--- config.mk ---
export PLATFORM = sky130hd
export DESIGN_NAME = handshake_rr_arbiter
export DESIGN_NICKNAME = d
export VERILOG_FILES = /design/src/rtl/handshake_pkg.sv /design/src/rtl/handshake_rr_arbiter_rr_pick.sv /design/src/rtl/handshake_rr_arbiter.sv
export SDC_FILE = /design/constraint.sdc
export NUM_CORES = 1
export LEC_CHECK = 0
export BUFFER_PORTS_ARGS = -buffer_cell sky130_fd_sc_hd__buf_2
export CAP_MARGIN = 10
export CELL_PAD_IN_SITES_DETAIL_PLACEMENT = 1
export CELL_PAD_IN_SITES_GLOBAL_PLACEMENT = 1
export CORE_MARGIN = 2
export CORE_UTILIZATION = 34
export CTS_CLUSTER_DIAMETER = 200
export DETAILED_ROUTE_END_ITERATION = 16
export PLACE_DENSITY_LB_ADDON = 0.3
export SYNTH_ARGS = -nofsm -noshare
export SYNTH_HDL_FRONTEND = slang
export SYNTH_SLANG_ARGS = --single-unit
--- constraint.sdc ---
create_clock -name clk -period 5.6 [get_ports clk]
set_input_delay 1.4 -clock clk [delete_from_list [all_inputs] [get_ports clk]]
set_output_delay 1.4 -clock clk [all_outputs]
set_load 0.05 [all_outputs]
--- src/rtl/handshake_pkg.sv ---
// Shared types and default widths for the handshake round-robin arbiter.
// The grant counters exist only when HSARB_STATS_EN is defined.
package handshake_pkg;

    // The slot FSM state doubles as m_valid.
    typedef enum logic {
        ST_EMPTY = 1'b0,
        ST_FULL  = 1'b1
    } state_t;

    localparam int HSARB_N  = 4;
    localparam int HSARB_DW = 4;
    localparam int HSARB_IW = 2;
    localparam int HSARB_CW = 8;

endpackage

--- src/rtl/handshake_rr_arbiter_rr_pick.sv ---
// Combinational round-robin picker: rotate requests by ptr, take the lowest set bit,
// then rotate the index back so the search order is ptr, ptr+1, ..., wrapping mod N.
module rr_pick #(
    parameter int N  = 4,
    parameter int IW = 2
) (
    input  logic [N-1:0]  req,
    input  logic [IW-1:0] ptr,
    output logic [N-1:0]  gnt_oh,
    output logic [IW-1:0] gnt_idx,
    output logic          any
);

    localparam logic [IW:0] N_W = (IW+1)'(N);

    logic [2*N-1:0] req2;
    logic [N-1:0]   rot;
    logic [IW-1:0]  off;
    logic           found;
    logic [IW:0]    sum;

    always_comb begin
        req2  = {req, req};
        rot   = req2[ptr +: N];
        off   = '0;
        found = 1'b0;
        for (int unsigned i = 0; i < N; i++) begin
            if (rot[i] && !found) begin
                off   = IW'(i);
                found = 1'b1;
            end
        end
        // Rotate back; N need not be a power of two, so wrap explicitly.
        sum = {1'b0, off} + {1'b0, ptr};
        if (sum >= N_W) begin
            sum = sum - N_W;
        end
        gnt_idx = sum[IW-1:0];
        gnt_oh  = '0;
        if (found) begin
            gnt_oh[gnt_idx] = 1'b1;
        end
    end

    assign any = |req;

endmodule

--- src/rtl/handshake_rr_arbiter.sv ---
// Round-robin arbiter feeding one valid/ready sink from N valid/ready sources through
// a one-entry output slot. Optional per-requester grant counters: HSARB_STATS_EN.
module handshake_rr_arbiter
    import handshake_pkg::*;
#(
    parameter int N  = HSARB_N,
    parameter int DW = HSARB_DW,
    parameter int IW = HSARB_IW
`ifdef HSARB_STATS_EN
    ,
    parameter int CW = HSARB_CW
`endif
) (
    input  logic            clk,
    input  logic            rst_n,
    input  logic [N-1:0]    s_valid,
    input  logic [N*DW-1:0] s_data,
    output logic [N-1:0]    s_ready,
    output logic            m_valid,
    output logic [DW-1:0]   m_data,
    output logic [IW-1:0]   m_src,
    input  logic            m_ready
`ifdef HSARB_STATS_EN
    ,
    output logic [N*CW-1:0] grant_cnt
`endif
);

    state_t        state_q, state_d;
    logic [IW-1:0] ptr_q;
    logic [IW-1:0] ptr_nxt;
    logic [DW-1:0] data_q;
    logic [IW-1:0] src_q;
    logic [DW-1:0] sel_data;
    logic [N-1:0]  gnt_oh;
    logic [IW-1:0] gnt_idx;
    logic          any;
    logic          grant;

    rr_pick #(
        .N  (N),
        .IW (IW)
    ) u_pick (
        .req     (s_valid),
        .ptr     (ptr_q),
        .gnt_oh  (gnt_oh),
        .gnt_idx (gnt_idx),
        .any     (any)
    );

    always_comb begin
        state_d  = state_q;
        // The slot can take a word when empty or when it drains this cycle.
        grant    = rst_n & any & ((state_q == ST_EMPTY) | m_ready);
        s_ready  = grant ? gnt_oh : '0;
        sel_data = s_data[gnt_idx*DW +: DW];
        ptr_nxt  = (gnt_idx == IW'(N-1)) ? '0 : gnt_idx + 1'b1;
        case (state_q)
            ST_EMPTY: if (grant) state_d = ST_FULL;
            ST_FULL:  if (m_ready) state_d = any ? ST_FULL : ST_EMPTY;
            default:  state_d = ST_EMPTY;
        endcase
    end

    always_ff @(posedge clk) begin
        if (!rst_n) begin
            state_q <= ST_EMPTY;
            ptr_q   <= '0;
            data_q  <= '0;
            src_q   <= '0;
        end else begin
            state_q <= state_d;
            if (grant) begin
                data_q <= sel_data;
                src_q  <= gnt_idx;
                ptr_q  <= ptr_nxt;
            end
        end
    end

    assign m_valid = (state_q == ST_FULL);
    assign m_data  = data_q;
    assign m_src   = src_q;

`ifdef HSARB_STATS_EN
    logic [N-1:0][CW-1:0] cnt_q;

    always_ff @(posedge clk) begin
        if (!rst_n) begin
            cnt_q <= '0;
        end else begin
            for (int unsigned i = 0; i < N; i++) begin
                if (s_valid[i] && s_ready[i] && (cnt_q[i] != '1)) begin
                    cnt_q[i] <= cnt_q[i] + 1'b1;
                end
            end
        end
    end

    assign grant_cnt = cnt_q;
`endif

endmodule
# After elaboration in Yosys (flattened, before gate mapping)
# Cells that the tools add are included.
op_classes:
  n_mux: 17
  magnitude_cmp: 3
  n_shift: 2
  reduce_logical: 8
  n_mul: 0
  eq_ne: 1
  n_addsub: 3
  n_div: 0
  bitwise_logic: 4
ops:
  columns: ["operator", "n"]
  rows:
  - ["$shiftx A16 B5 Y4", 1]
  - ["$mux W1", 9]
  - ["$mux W2", 4]
  - ["$mux W4", 2]
  - ["$shiftx A8 B3 Y4", 1]
  - ["$logic_and A1 B1 Y1", 4]
  - ["$reduce_or A4 Y1", 1]
  - ["$add A2 B2 Y3", 1]
  - ["$ge A3 B3 Y1 const B", 1]
  - ["$logic_not A1 Y1", 3]
  - ["$lt A2 B3 Y1 const B", 1]
  - ["$add A2 B1 Y2 const B", 1]
  - ["$and A1 B1 Y1", 2]
  - ["$demux W1 S2", 1]
  - ["$eq A2 B2 Y1 const B", 1]
  - ["$ge A2 B1 Y1 const B", 1]
  - ["$pmux W1 S2", 1]
  - ["$sub A2 B1 Y2 const B", 1]
  - ["$not A1 Y1", 1]
  - ["$or A1 B1 Y1", 1]
totals:
  n_memories: 0
  ramBits: 0
  romBits: 0
  output_inout_bits: 11
  latchBits: 0
  in_bits: 23
  ff_bits: 9

# Longest topological paths before layout
logic_depth:
  ltp_word: 20
  depth_mapped: 13
  mapped_depth_nobuf: 12

# By module
# Synthesis repeated with hierarchy kept, for this count alone.
unflattened:
  hier_cells: 84
  hier_area_um2: 743.2
by_module_without_submodules:
  columns: ["module", "cells_each", "area_per_inst_um2", "n_inst"]
  rows:
  - ["handshake_rr_arbiter", 46, 471.7, 1]
  - ["rr_pick", 38, 271.5, 1]

# Worst setup path after synthesis
# OpenSTA, ideal clock, no wires.
synth_path:
  path_kind: "input to output"
  start: "input s_valid[2]"
  end: "output s_ready[1]"
  slack_ns: 0.396
  path_stages: 8
  required_ns: 4.200
  arrival_time_ns: 3.804
  n_path_buf: 1
  cell_sequence: "buf_4 -> o311a_1 -> o21ai_0 -> ha_1 -> xnor2_1 -> xnor2_2 -> inv_1 -> nor3_1"
synth_via:
  elab_chain_len: 20
  elab_cells_between_ends: 28
synth_rtl:
  columns: ["item", "line_no", "source"]
  rows:
  - ["start, declared", "handshake_rr_arbiter.sv:16", "input logic [N-1:0] s_valid,"]
  - ["$shiftx A8 B3 Y4", "handshake_rr_arbiter_rr_pick.sv:24", "rot = req2[ptr +: N];"]
  - ["$mux W1", "handshake_rr_arbiter_rr_pick.sv:28", "if (rot[i] && !found) begin"]
  - ["$logic_not A1 Y1", "handshake_rr_arbiter_rr_pick.sv:28", null]
  - ["$logic_and A1 B1 Y1", "handshake_rr_arbiter_rr_pick.sv:28", null]
  - ["$mux W1", "handshake_rr_arbiter_rr_pick.sv:28", null]
  - ["$logic_not A1 Y1", "handshake_rr_arbiter_rr_pick.sv:28", null]
  - ["$logic_and A1 B1 Y1", "handshake_rr_arbiter_rr_pick.sv:28", null]
  - ["$mux W1", "handshake_rr_arbiter_rr_pick.sv:28", null]
  - ["[... 4 more ...]", null, null]
  - ["$ge A3 B3 Y1 or $sub A2 B1 Y2 (tied branches)", "handshake_rr_arbiter_rr_pick.sv:35, handshake_rr_arbiter_rr_pick.sv:36", null]
  - ["$mux W2", "handshake_rr_arbiter_rr_pick.sv:35", "if (sum >= N_W) begin"]
  - ["$lt A2 B3 Y1 (implied by the code) or $ge A2 B1 Y1 (tied branches)", "handshake_rr_arbiter_rr_pick.sv:41", "gnt_oh[gnt_idx] = 1'b1;"]
  - ["$logic_and A1 B1 Y1 (implied by the code)", "handshake_rr_arbiter_rr_pick.sv:41", null]
  - ["$mux W1 (implied by the code)", "handshake_rr_arbiter_rr_pick.sv:41", null]
  - ["$demux W1 S2", null, null]
  - ["$mux W4", "handshake_rr_arbiter_rr_pick.sv:40", "if (found) begin"]
  - ["$mux W4 *", "handshake_rr_arbiter.sv:55", "s_ready = grant ? gnt_oh : '0;"]
  - ["end, declared", "handshake_rr_arbiter.sv:18", "output logic [N-1:0] s_ready,"]
# Every way passes the cells marked *; elsewhere a longest branch is shown, timed or not.

# Worst setup path after layout
layout_path:
  start: "input s_valid[3]"
  end: "output s_ready[3]"
# Same word-level chain as after synthesis.

==> load_flow_metrics.sql <==
INSERT INTO impl_metrics (metric_group, metric, value, unit) VALUES
('critical_path', 'worst-r2r-cell-count', '9', ''),
('synth', 'yosysSeqAreaShare', '25.2', '%'),
('cells_and_area', 'share_of_layout_cells_above_drive_strength_1', '38.4', '%'),
('hold_path', 'holdCritStartpoint', 'm_data[3]', ''),
('sta', 'finalCriticalPeriod', '4.90', 'ns'),
('cells_and_area', 'sequential_cell_area', '180', 'sq um'),
('floorplanning', 'top_level_ports', '34', ''),
('clock_tree', 'cts.reportedPaths.clkPinSlew', '0.07', 'ns'),
('pwr', 'share_of_total_power_in_combinational_logic', '68.9', '%'),
('synth', 'synth-adder-area-share', '3.50', '%'),
('sta', 'worst_slack_on_hold_paths', '0.466', 'ns'),
('hold_path', 'min_delay_worst_endpoint', 'm_data[3]', ''),
('critical_path', 'regToRegSetupSlack', '2.97', 'ns'),
('sta', 'hold_viol', '0', ''),
('critical_path', 'timing.critical_path.from_type', 'input pin', ''),
('clock_tree', 'number_of_buffers_on_the_longest_clock_path', '2', ''),
('critical_path', 'worstPathBufferInverterCount', '4', ''),
('clock_tree', 'tritoncts_num_sinks', '9', ''),
('floorplanning', 'std_cell_rows', '16', ''),
('synth', 'synth_xor_area_share', '3.50', '%'),
('sta', 'final-setup-viol-count', '0', ''),
('clock_tree', 'cts_buffers', '3', ''),
('place', 'gpl.final_weighted_congestion', '0.689', ''),
('synth', 'synthSimpleGateAreaFrac', '24.8', '%'),
('drt', 'detail_route.iter0.violations', '16', ''),
('sta', 'final-max-slew-violation-count', '0', ''),
('cells_and_area', 'multi_input_area', '483', 'sq um'),
('drt', 'antenna_viol_nets_final', '0', ''),
('critical_path', 'crit_arrival', '3.50', 'ns'),
('global_route', 'grt_first_pass_wirelength', '3.06', 'mm'),
('clock_tree', 'clk-insertion-delay-late', '0.26', 'ns'),
('sta', 'final.setup.tns', '0', 'ns'),
('cells_and_area', 'layout.cells.non_filler', '139', ''),
('drt', 'route.detailed.drc', '0', ''),
('cells_and_area', 'num_antenna_cells', '0', ''),
('sta', 'slew_headroom', '59.5', '%'),
('sta', 'finalCritPeriodShare', '87.5', '%'),
('place', 'io_buffer_count', '33', ''),
('clock_tree', 'ctsHtreeMaxLevel', '1', ''),
('synth', 'synthesis.nets', '106', ''),
('drt', 'wire_per_inst', '13.2', 'um'),
('synth', 'postSynthAreaPerCell', '8.84', 'sq um'),
('critical_path', 'worst-path-max-fanout', '7', ''),
('drt', 'drt_first_pass_iters', '4', ''),
('floorplanning', 'initial_util', '36.1', '%'),
('synth', 'largest_family_of_logic_cells_by_synthesized_area', 'simple AND/OR/NAND/NOR gates', ''),
('floorplanning', 'floorplan.core_area', '1980', 'sq um'),
('synth', 'yosys_register_bits', '9', ''),
('pwr', 'vdd.ir_drop.worst', '0.272', 'mV'),
('critical_path', 'worst_ep_required_time', '4.20', 'ns'),
('pwr', 'power.switching_fraction', '52.3', '%'),
('cells_and_area', 'final_net_count', '138', ''),
('pwr', 'power.clock.fraction', '9.8', '%'),
('synth', 'synth_warnings', '0', ''),
('critical_path', 'critical_path.endpoint_type', 'output pin', ''),
('clock_tree', 'postCtsResizedCells', '0', ''),
('synth', 'synth_compound_area_share', '21.0', '%'),
('critical_path', 'reg2reg_to', 'm_data[3]', ''),
('drt', 'drt_total_wl', '1.83', 'mm'),
('pwr', 'power_density', '597', 'nW/um^2'),
('floorplanning', 'die-height', '49.9', 'um'),
('place', 'dpl.hpwl', '1.46', 'mm'),
('outcome', 'run_status', 'finished clean', ''),
('sta', 'rsz0062_at_grt', 'no', ''),
('pwr', 'power.total', '0.537', 'mW'),
('global_route', 'via_count_of_the_first_global_routing_pass', '678', ''),
('drt', 'via_count', '716', ''),
('cells_and_area', 'layout.core_utilization', '45.4', '%'),
('cells_and_area', 'fillerInstances', '259', ''),
('floorplanning', 'chipWidth', '49.9', 'um'),
('sta', 'worst_slew_pin_slew', '0.606', 'ns');
synthesized netlist by cell type:
cell type	number	area (sq um)
a21boi_0	2	15.0
a21boi_2	4	45.0
a21oi_1	2	10.0
a311oi_1	1	8.76
a32oi_2	1	16.3
and2_1	1	6.26
and3_1	1	6.26
buf_4	3	22.5
buf_6	1	11.3
clkbuf_1	2	7.51
dfxtp_1	9	180
ha_1	2	25.0
inv_1	3	11.3
mux4_1	4	105
nand2_1	16	60.1
nand2b_1	3	18.8
nand3_1	1	5.00
nor2_1	7	26.3
nor2b_1	2	12.5
nor3_1	6	30.0
nor4_1	2	12.5
o211a_1	1	10.0
o21ai_0	2	10.0
o311a_1	1	10.0
o32ai_1	1	8.76
o32ai_2	1	16.3
xnor2_1	1	8.76
xnor2_2	1	16.3
sequential cells by signal (all words and copies together) (netlist names):
name / count
m_data: 4
m_src: 2
m_valid: 1
ptr_q: 2
power groups by stage:
| stage | sequential [mW] | combinational [mW] | clock, mW |
|---|---|---|---|
| finish | 0.114 | 0.370 | 0.0529 |
| global route | 0.119 | 0.404 | 0.0600 |
| CTS | 0.114 | 0.375 | 0.0550 |
| detailed placement | 0.116 | 0.375 | 0 |
| global placement | 0.115 | 0.366 | 0 |
| floorplan | 0.169 | 0.251 | 0 |
layout by cell type (no fill, tap or decap), drive strengths merged:
| master | count |
|---|---|
| and2 | 1 |
| nand2b | 3 |
| and3 | 1 |
| nand2 | 16 |
| nand3 | 1 |
| clkbuf | 4 |
| o311a | 1 |
| o21ai | 2 |
| a32oi | 1 |
| ha | 2 |
| nor3 | 6 |
| nor2b | 2 |
| dfxtp | 9 |
| mux4 | 4 |
| a21boi | 6 |
| a311oi | 1 |
| inv | 3 |
| buf | 33 |
| a21oi | 2 |
| nor4 | 2 |
| nor2 | 7 |
| xnor2 | 2 |
| o32ai | 2 |
| o211a | 1 |
worst reg2reg max path: cells and delay by family (launching register included):
family                   cells  cell delay, ns
AND/OR/NAND/NOR              2            0.21
multiplexers                 1            0.62
XOR/XNOR                     2            0.52
AO/OA/AOI/OAI                3            0.40
flip-flops                   1            0.58
adder cells (fa/ha/maj)      1            0.20
layer usage:
metal | part of all wire, % | vias up | routed length (um) | global-route usage (%)
met2 | 52 | 15 | 954 | 27.3
li1 | - | 354 | - | -
met5 | 0 | - | 0 | 0
met3 | 4.2 | 2 | 77 | 3.64
met4 | 0.82 | 0 | 15 | 4.17
met1 | 43 | 345 | 784 | 20.1
how the worst max path moves through the flow:
stage,endpoint,depth (start not counted),from
3_5_place_dp,s_ready[3],11,s_valid[3]
2_1_floorplan,s_ready[1],8,s_valid[2]
6_report,s_ready[3],11,s_valid[3]
4_1_cts,s_ready[3],11,s_valid[3]
3_3_place_gp,s_ready[3],11,s_valid[3]
5_1_grt,s_ready[3],11,s_valid[3]
cell families after synthesis:
kind of cell	count (synthesis)
buf+inv	9
flops	9
mux	4
fa+ha+maj	2
compound gates	16
simple gates	39
xor+xnor	2
cell type report:
class	count	share of cell area [%]
tap	27	3.76
clock buffer	4	2.92
timing repair buffer	33	18.4
sequential	9	20.0
multi-input combinational	63	53.7
inverter	3	1.25
Power figures use the tool's default switching activity.
